==> src/rtl/rz_uart_pkg.sv <==
// Shared types and defaults for the rz_uart transmit queue and its storage.
package rz_uart_pkg;

    localparam int DEFAULT_DATA_WIDTH = 8;

    typedef enum logic {
        ST_IDLE = 1'b0,
        ST_GAP  = 1'b1
    } sched_state_e;

    // One RZ frame is start + data + stop, plus one guard cycle.
    function automatic int default_frame_cycles(input int data_width);
        return data_width + 3;
    endfunction

endpackage

==> src/rtl/rz_uart_fifo.sv <==
// Synchronous FIFO with wrap-bit pointers; occupancy count only with RZ_UART_TX_QUEUE_LEVEL_EN.
module rz_uart_fifo
    import rz_uart_pkg::*;
#(
    parameter int DATA_WIDTH = DEFAULT_DATA_WIDTH,
    parameter int DEPTH      = 16
) (
    input  logic                  clk,
    input  logic                  reset,
    input  logic                  push,
    input  logic [DATA_WIDTH-1:0] push_data,
    input  logic                  pop,
    output logic [DATA_WIDTH-1:0] pop_data,
    output logic                  full,
    output logic                  empty
`ifdef RZ_UART_TX_QUEUE_LEVEL_EN
    ,
    output logic [$clog2(DEPTH+1)-1:0] level
`endif
);

    localparam int AW = $clog2(DEPTH);
    localparam int PW = AW + 1;

    logic [PW-1:0]         wr_ptr_q, wr_ptr_d;
    logic [PW-1:0]         rd_ptr_q, rd_ptr_d;
    logic [DATA_WIDTH-1:0] mem_q [DEPTH];
    logic                  wr_en;
    logic                  rd_en;

    assign empty = (wr_ptr_q == rd_ptr_q);
    assign full  = (wr_ptr_q[AW-1:0] == rd_ptr_q[AW-1:0]) && (wr_ptr_q[AW] != rd_ptr_q[AW]);

    // Guard here as well so a misbehaving caller cannot corrupt the pointers.
    assign wr_en = push & ~full;
    assign rd_en = pop & ~empty;

    assign pop_data = mem_q[rd_ptr_q[AW-1:0]];

    always_comb begin
        wr_ptr_d = wr_ptr_q;
        rd_ptr_d = rd_ptr_q;
        if (wr_en) begin
            wr_ptr_d = wr_ptr_q + PW'(1);
        end
        if (rd_en) begin
            rd_ptr_d = rd_ptr_q + PW'(1);
        end
    end

    always_ff @(posedge clk) begin
        if (reset) begin
            wr_ptr_q <= '0;
            rd_ptr_q <= '0;
        end else begin
            wr_ptr_q <= wr_ptr_d;
            rd_ptr_q <= rd_ptr_d;
        end
    end

    always_ff @(posedge clk) begin
        if (wr_en) begin
            mem_q[wr_ptr_q[AW-1:0]] <= push_data;
        end
    end

`ifdef RZ_UART_TX_QUEUE_LEVEL_EN
    localparam int LW = $clog2(DEPTH + 1);

    logic [LW-1:0] level_q, level_d;

    always_comb begin
        level_d = level_q;
        case ({wr_en, rd_en})
            2'b10:   level_d = level_q + LW'(1);
            2'b01:   level_d = level_q - LW'(1);
            default: level_d = level_q;
        endcase
    end

    always_ff @(posedge clk) begin
        if (reset) begin
            level_q <= '0;
        end else begin
            level_q <= level_d;
        end
    end

    assign level = level_q;
`endif

endmodule

==> src/rtl/rz_uart_tx_queue.sv <==
// Buffers words and issues them to rz_uart as tx_valid pulses at least one frame apart.
// Optional level output under RZ_UART_TX_QUEUE_LEVEL_EN.
//
// state   | meaning
// --------+-------------------------------------------------------------
// ST_IDLE | no frame in flight; counter 0; issue as soon as FIFO non-empty
// ST_GAP  | frame in flight; counter counts down to 0 before next issue
module rz_uart_tx_queue
    import rz_uart_pkg::*;
#(
    parameter int DATA_WIDTH   = DEFAULT_DATA_WIDTH,
    parameter int DEPTH        = 16,
    parameter int FRAME_CYCLES = default_frame_cycles(DATA_WIDTH)
) (
    input  logic                  tx_clk,
    input  logic                  reset,
    input  logic                  s_valid,
    output logic                  s_ready,
    input  logic [DATA_WIDTH-1:0] s_data,
    output logic                  tx_valid,
    output logic [DATA_WIDTH-1:0] tx_data,
    output logic                  busy
`ifdef RZ_UART_TX_QUEUE_LEVEL_EN
    ,
    output logic [$clog2(DEPTH+1)-1:0] level
`endif
);

    localparam int              CNT_W  = (FRAME_CYCLES > 1) ? $clog2(FRAME_CYCLES) : 1;
    localparam logic [CNT_W-1:0] RELOAD = CNT_W'(FRAME_CYCLES - 1);

    sched_state_e          state_q, state_d;
    logic [CNT_W-1:0]      cnt_q, cnt_d;
    logic                  tx_valid_q, tx_valid_d;
    logic [DATA_WIDTH-1:0] tx_data_q, tx_data_d;

    logic                  fifo_full;
    logic                  fifo_empty;
    logic                  fifo_pop;
    logic                  fifo_push;
    logic [DATA_WIDTH-1:0] head_data;

    assign fifo_push = s_valid & ~fifo_full;

    rz_uart_fifo #(
        .DATA_WIDTH (DATA_WIDTH),
        .DEPTH      (DEPTH)
    ) u_fifo (
        .clk        (tx_clk),
        .reset      (reset),
        .push       (fifo_push),
        .push_data  (s_data),
        .pop        (fifo_pop),
        .pop_data   (head_data),
        .full       (fifo_full),
        .empty      (fifo_empty)
`ifdef RZ_UART_TX_QUEUE_LEVEL_EN
        ,
        .level      (level)
`endif
    );

    always_comb begin
        state_d    = state_q;
        cnt_d      = cnt_q;
        tx_valid_d = 1'b0;
        tx_data_d  = tx_data_q;
        fifo_pop   = 1'b0;

        case (state_q)
            ST_IDLE: begin
                if (!fifo_empty) begin
                    fifo_pop   = 1'b1;
                    tx_valid_d = 1'b1;
                    tx_data_d  = head_data;
                    cnt_d      = RELOAD;
                    state_d    = ST_GAP;
                end
            end
            ST_GAP: begin
                if (cnt_q != '0) begin
                    cnt_d = cnt_q - CNT_W'(1);
                end else if (!fifo_empty) begin
                    // Reload and stay in GAP so a steady queue issues exactly every frame.
                    fifo_pop   = 1'b1;
                    tx_valid_d = 1'b1;
                    tx_data_d  = head_data;
                    cnt_d      = RELOAD;
                end else begin
                    state_d = ST_IDLE;
                end
            end
            default: begin
                state_d = ST_IDLE;
                cnt_d   = '0;
            end
        endcase
    end

    always_ff @(posedge tx_clk) begin
        if (reset) begin
            state_q    <= ST_IDLE;
            cnt_q      <= '0;
            tx_valid_q <= 1'b0;
            tx_data_q  <= '0;
        end else begin
            state_q    <= state_d;
            cnt_q      <= cnt_d;
            tx_valid_q <= tx_valid_d;
            tx_data_q  <= tx_data_d;
        end
    end

    assign s_ready  = ~fifo_full;
    assign tx_valid = tx_valid_q;
    assign tx_data  = tx_data_q;
    assign busy     = ~fifo_empty | (state_q == ST_GAP);

endmodule

==> config.mk <==
export PLATFORM = sky130hd
export DESIGN_NAME = rz_uart_tx_queue
export DESIGN_NICKNAME = d
export VERILOG_FILES = /design/src/rtl/rz_uart_pkg.sv /design/src/rtl/rz_uart_fifo.sv /design/src/rtl/rz_uart_tx_queue.sv
export SDC_FILE = /design/constraint.sdc
export NUM_CORES = 1
export LEC_CHECK = 0
export ABC_AREA = 1
export CAP_MARGIN = 10
export CORE_UTILIZATION = 60
export DETAILED_ROUTE_END_ITERATION = 7
export PLACE_DENSITY = 0.78
export SLEW_MARGIN = 25
export SYNTH_ARGS = -nofsm -noshare
export SYNTH_HDL_FRONTEND = slang
export SYNTH_SLANG_ARGS = --single-unit
==> constraint.sdc <==
create_clock -name tx_clk -period 3.1 [get_ports tx_clk]
set_clock_uncertainty 0.05 [all_clocks]
set_input_delay 0.62 -clock tx_clk [delete_from_list [all_inputs] [get_ports tx_clk]]
set_output_delay 0.62 -clock tx_clk [all_outputs]
set_load 0.05 [all_outputs]
==> summary.log <==
[timing] unrepaired setup endpoints after global routing no
[global_route] gr ovfl total 0
[route] Antenna Nets Post-Route 0
[yosys] portion of synthesized cell area occupied by the leading cell type 55.3%
[power] leakage power of the design 0.00336 uW
[global_route] global-route wire length before repair 23.1 mm
[clock_network] clock tree from TritonCTS done
[route] routed length per placed instance 17.0 um
[setup_path] nature of the critical path startpoint register
[timing] total setup violations reported at the end of the flow 0
[yosys] top post-synthesis cells by area sky130_fd_sc_hd__edfxtp_1, sky130_fd_sc_hd__nand2_1, sky130_fd_sc_hd__dfxtp_1
[timing] final clock period utilization by the worst path 94.6%
[clock_network] number of hold buffers added after CTS 0
[timing] Slew HR 34.8%
[die] effective utilization at floorplan 62.8%
[setup_path] maximum fanout count along the critical path 9
[cells_and_area] utilization after layout 70.8%
[yosys] cell taking the most area after synthesis sky130_fd_sc_hd__edfxtp_1
[global_route] all-layer global routing usage 27.8%
[placement] estimated wirelength of the detail-placed design 9.79 mm
[setup_path] critical path start-end classification register to output port
[cells_and_area] fraction of layout cells with a size suffix above 1 7.17%
[route] final WL 15.2 mm
[yosys] share of flip-flops with an asynchronous set or reset after synthesis 0%
[power] pwr dens 835 nW/um^2
[timing] setup slack after layout 166 ps
[yosys] syn_nets 743
[clock_network] insertion delay to the later sink of the worst-skew pair 430 ps
[yosys] post-synthesis average cell area 9.58 um^2
[yosys] post-synthesis cell count 726
[clock_network] root buffer cell sky130_fd_sc_hd__clkbuf_16
[clock_network] PostCTS Resize Cnt 0
[placement] worst-case setup slack after placement 500 ps
[cells_and_area] Area growth, synth to finish 12.8%
[min_path] depth of the worst hold-timing path 2
[clock_network] clock slew at reported path FFs 60 ps
[placement] Placer Congestion 0.911
[placement] Port-buffer cells 21
[min_path] type of the tightest min-delay check register to register
[yosys] sequential-to-total area share from yosys stat 63.3%
[die] number of placed I/O pins 22
[yosys] number of enable flip-flop cells after synthesis 128
[timing] Least-Margin Pin Slew 977 ps
[route] 1st-pass router iterations 7
[die] Vert. Die Dim 110 um
[route] DRC viols 0
[die] x dimension of the die 110 um
[route] number of DRC markers after the initial detailed-route iteration 430
[yosys] number of storage elements in the synthesis netlist 156
[global_route] via count of the first global-routing pass 4585
[global_route] initial antenna violation count 0
[setup_path] arrival time of data at the critical path endpoint 2260 ps
[route] total via count in the routed design 4833
[setup_path] crit path capture type output port
[setup_path] CP Data Required Time 2430 ps
[yosys] library cell with the highest instance count after synthesis sky130_fd_sc_hd__nand2_1
[yosys] combined area of all synthesized cells 6950 um^2
[cells_and_area] layout filler cell count 766
[die] total core area 11100 um^2
[timing] final sum of negative setup slack 0 ps
[power] Overall Power 6550 uW
[yosys] distinct cell type count of the synthesized netlist 27
[timing] number of max-slew violations in the final report 0
[global_route] pin count of the biggest net entering global routing 45
[clock_network] total setup buffers inserted after CTS 0
[clock_network] Sink Count 156
[outcome] result of the run finished clean
[yosys] count of warnings emitted by yosys 0
[cells_and_area] final net count 757
[clock_network] TritonCTS buffer count 17
[die] full die area 12000 um^2
[timing] shortest clock period the worst path allows after layout 2930 ps
[cells_and_area] Diodes inserted 0
[timing] Final Hold Vio Count 0
[timing] Achievable Freq 341 MHz
[yosys] cell types with the highest counts after synthesis sky130_fd_sc_hd__nand2_1, sky130_fd_sc_hd__edfxtp_1, sky130_fd_sc_hd__inv_1
[clock_network] CTS max path bufs 2
[clock_network] count of H-tree levels built during CTS 4
[die] row count 38
[setup_path] Worst R2R Path Depth 7
[job] max-cap check violation count 0
[yosys] predominant post-synthesis flop cell sky130_fd_sc_hd__edfxtp_1
[route] post-DR vias/cell 5.41
[power] VDD IR-drop max 0.000540 V
[critical path, stage by stage (launching register included)]
cell	delay, ps
sky130_fd_sc_hd__dfxtp_1	540
sky130_fd_sc_hd__xor2_1	280
sky130_fd_sc_hd__nor2_4	90
sky130_fd_sc_hd__nand3_4	110
sky130_fd_sc_hd__clkdlybuf4s50_1	820
[flip-flops by register name, summed over array words and instances, names as in the netlist, named ones only]
signal and flops:
tx_valid 1, u_fifo.mem_q 128, tx_data 8, cnt_q 4
u_fifo.wr_ptr_q 5, u_fifo.rd_ptr_q 5, state_q 1
[logic make-up (layout without fill, tap and decap cells)]
logic type,after synthesis,count (layout),synth area share [%]
buf+inv,157,184,9.18
flops,156,156,63.3
xor+xnor,13,13,1.75
simple gates,383,383,23.8
fa+ha+maj,6,6,1.08
compound gates,11,11,0.846
[power breakdown]
part           internal (uW)  switching, uW  leakage, uW
registers               2390            126      0.00139
logic                    554           1320      0.00167
clock network           1350            812     0.000298
total                   4300           2250      0.00336
[per-stage QoR]
stage / hold WS, ps / cell area, um^2 / cells
CTS: 428 / 7840 / 893
global placement: 406 / 7220 / 861
floorplan: 398 / 6950 / 726
global route: 435 / 7840 / 893
finish: 435 / 7840 / 893
detailed placement: 420 / 7220 / 861
[placed cells by master (no fill, tap or decap), types with 2 or more instances in the layout]
cell and n:
sky130_fd_sc_hd__clkdlybuf4s50_1 20, sky130_fd_sc_hd__dfxtp_1 27, sky130_fd_sc_hd__nand2_1 209, sky130_fd_sc_hd__inv_1 119, sky130_fd_sc_hd__xnor2_1 6, sky130_fd_sc_hd__ha_1 6, sky130_fd_sc_hd__nand3_1 109, sky130_fd_sc_hd__bufinv_16 4
sky130_fd_sc_hd__nand3_4 2, sky130_fd_sc_hd__nand2_2 3, sky130_fd_sc_hd__xor2_1 6, sky130_fd_sc_hd__buf_4 6, sky130_fd_sc_hd__clkinvlp_4 2, sky130_fd_sc_hd__nand2_4 2, sky130_fd_sc_hd__clkbuf_16 17, sky130_fd_sc_hd__nor3_1 5
sky130_fd_sc_hd__nor2_1 48, sky130_fd_sc_hd__inv_2 6, sky130_fd_sc_hd__nor2_4 2, sky130_fd_sc_hd__clkinv_4 6, sky130_fd_sc_hd__edfxtp_1 128, sky130_fd_sc_hd__nand3b_1 2, sky130_fd_sc_hd__a21oi_1 9
[path summary, 6_finish.rpt]
path | start | endpoint | slack (ps)
worst max register to register | u_fifo.wr_ptr_q[2] | u_fifo.mem_q[6][5] | 720
worst min-delay path | cnt_q[1] | cnt_q[1] | 430
worst min register to register | cnt_q[1] | cnt_q[1] | 430
worst max-delay path | u_fifo.wr_ptr_q[2] | s_ready | 170
[metal layers]
layer / up-vias / share of wire (%) / wire length (um) / track usage, %
li1: 2334 / - / - / -
met1: 2237 / 40 / 6040 / 35.4
met2: 216 / 48 / 7250 / 44.6
met3: 46 / 8.1 / 1230 / 5.51
met4: 0 / 4.1 / 626 / 15.7
met5: - / 0 / 0 / 0
[final cells by class]
cell class	instances	area (um^2)	area share (%)
sequential	156	4410	56.2
clock buffer	18	429	5.47
inverter	125	469	5.98
tap	140	175	2.23
timing repair buffer	27	258	3.29
multi-input combinational	413	1910	24.4
clock inverter	14	196	2.50
Note: power is estimated with default switching activity, not from simulation.
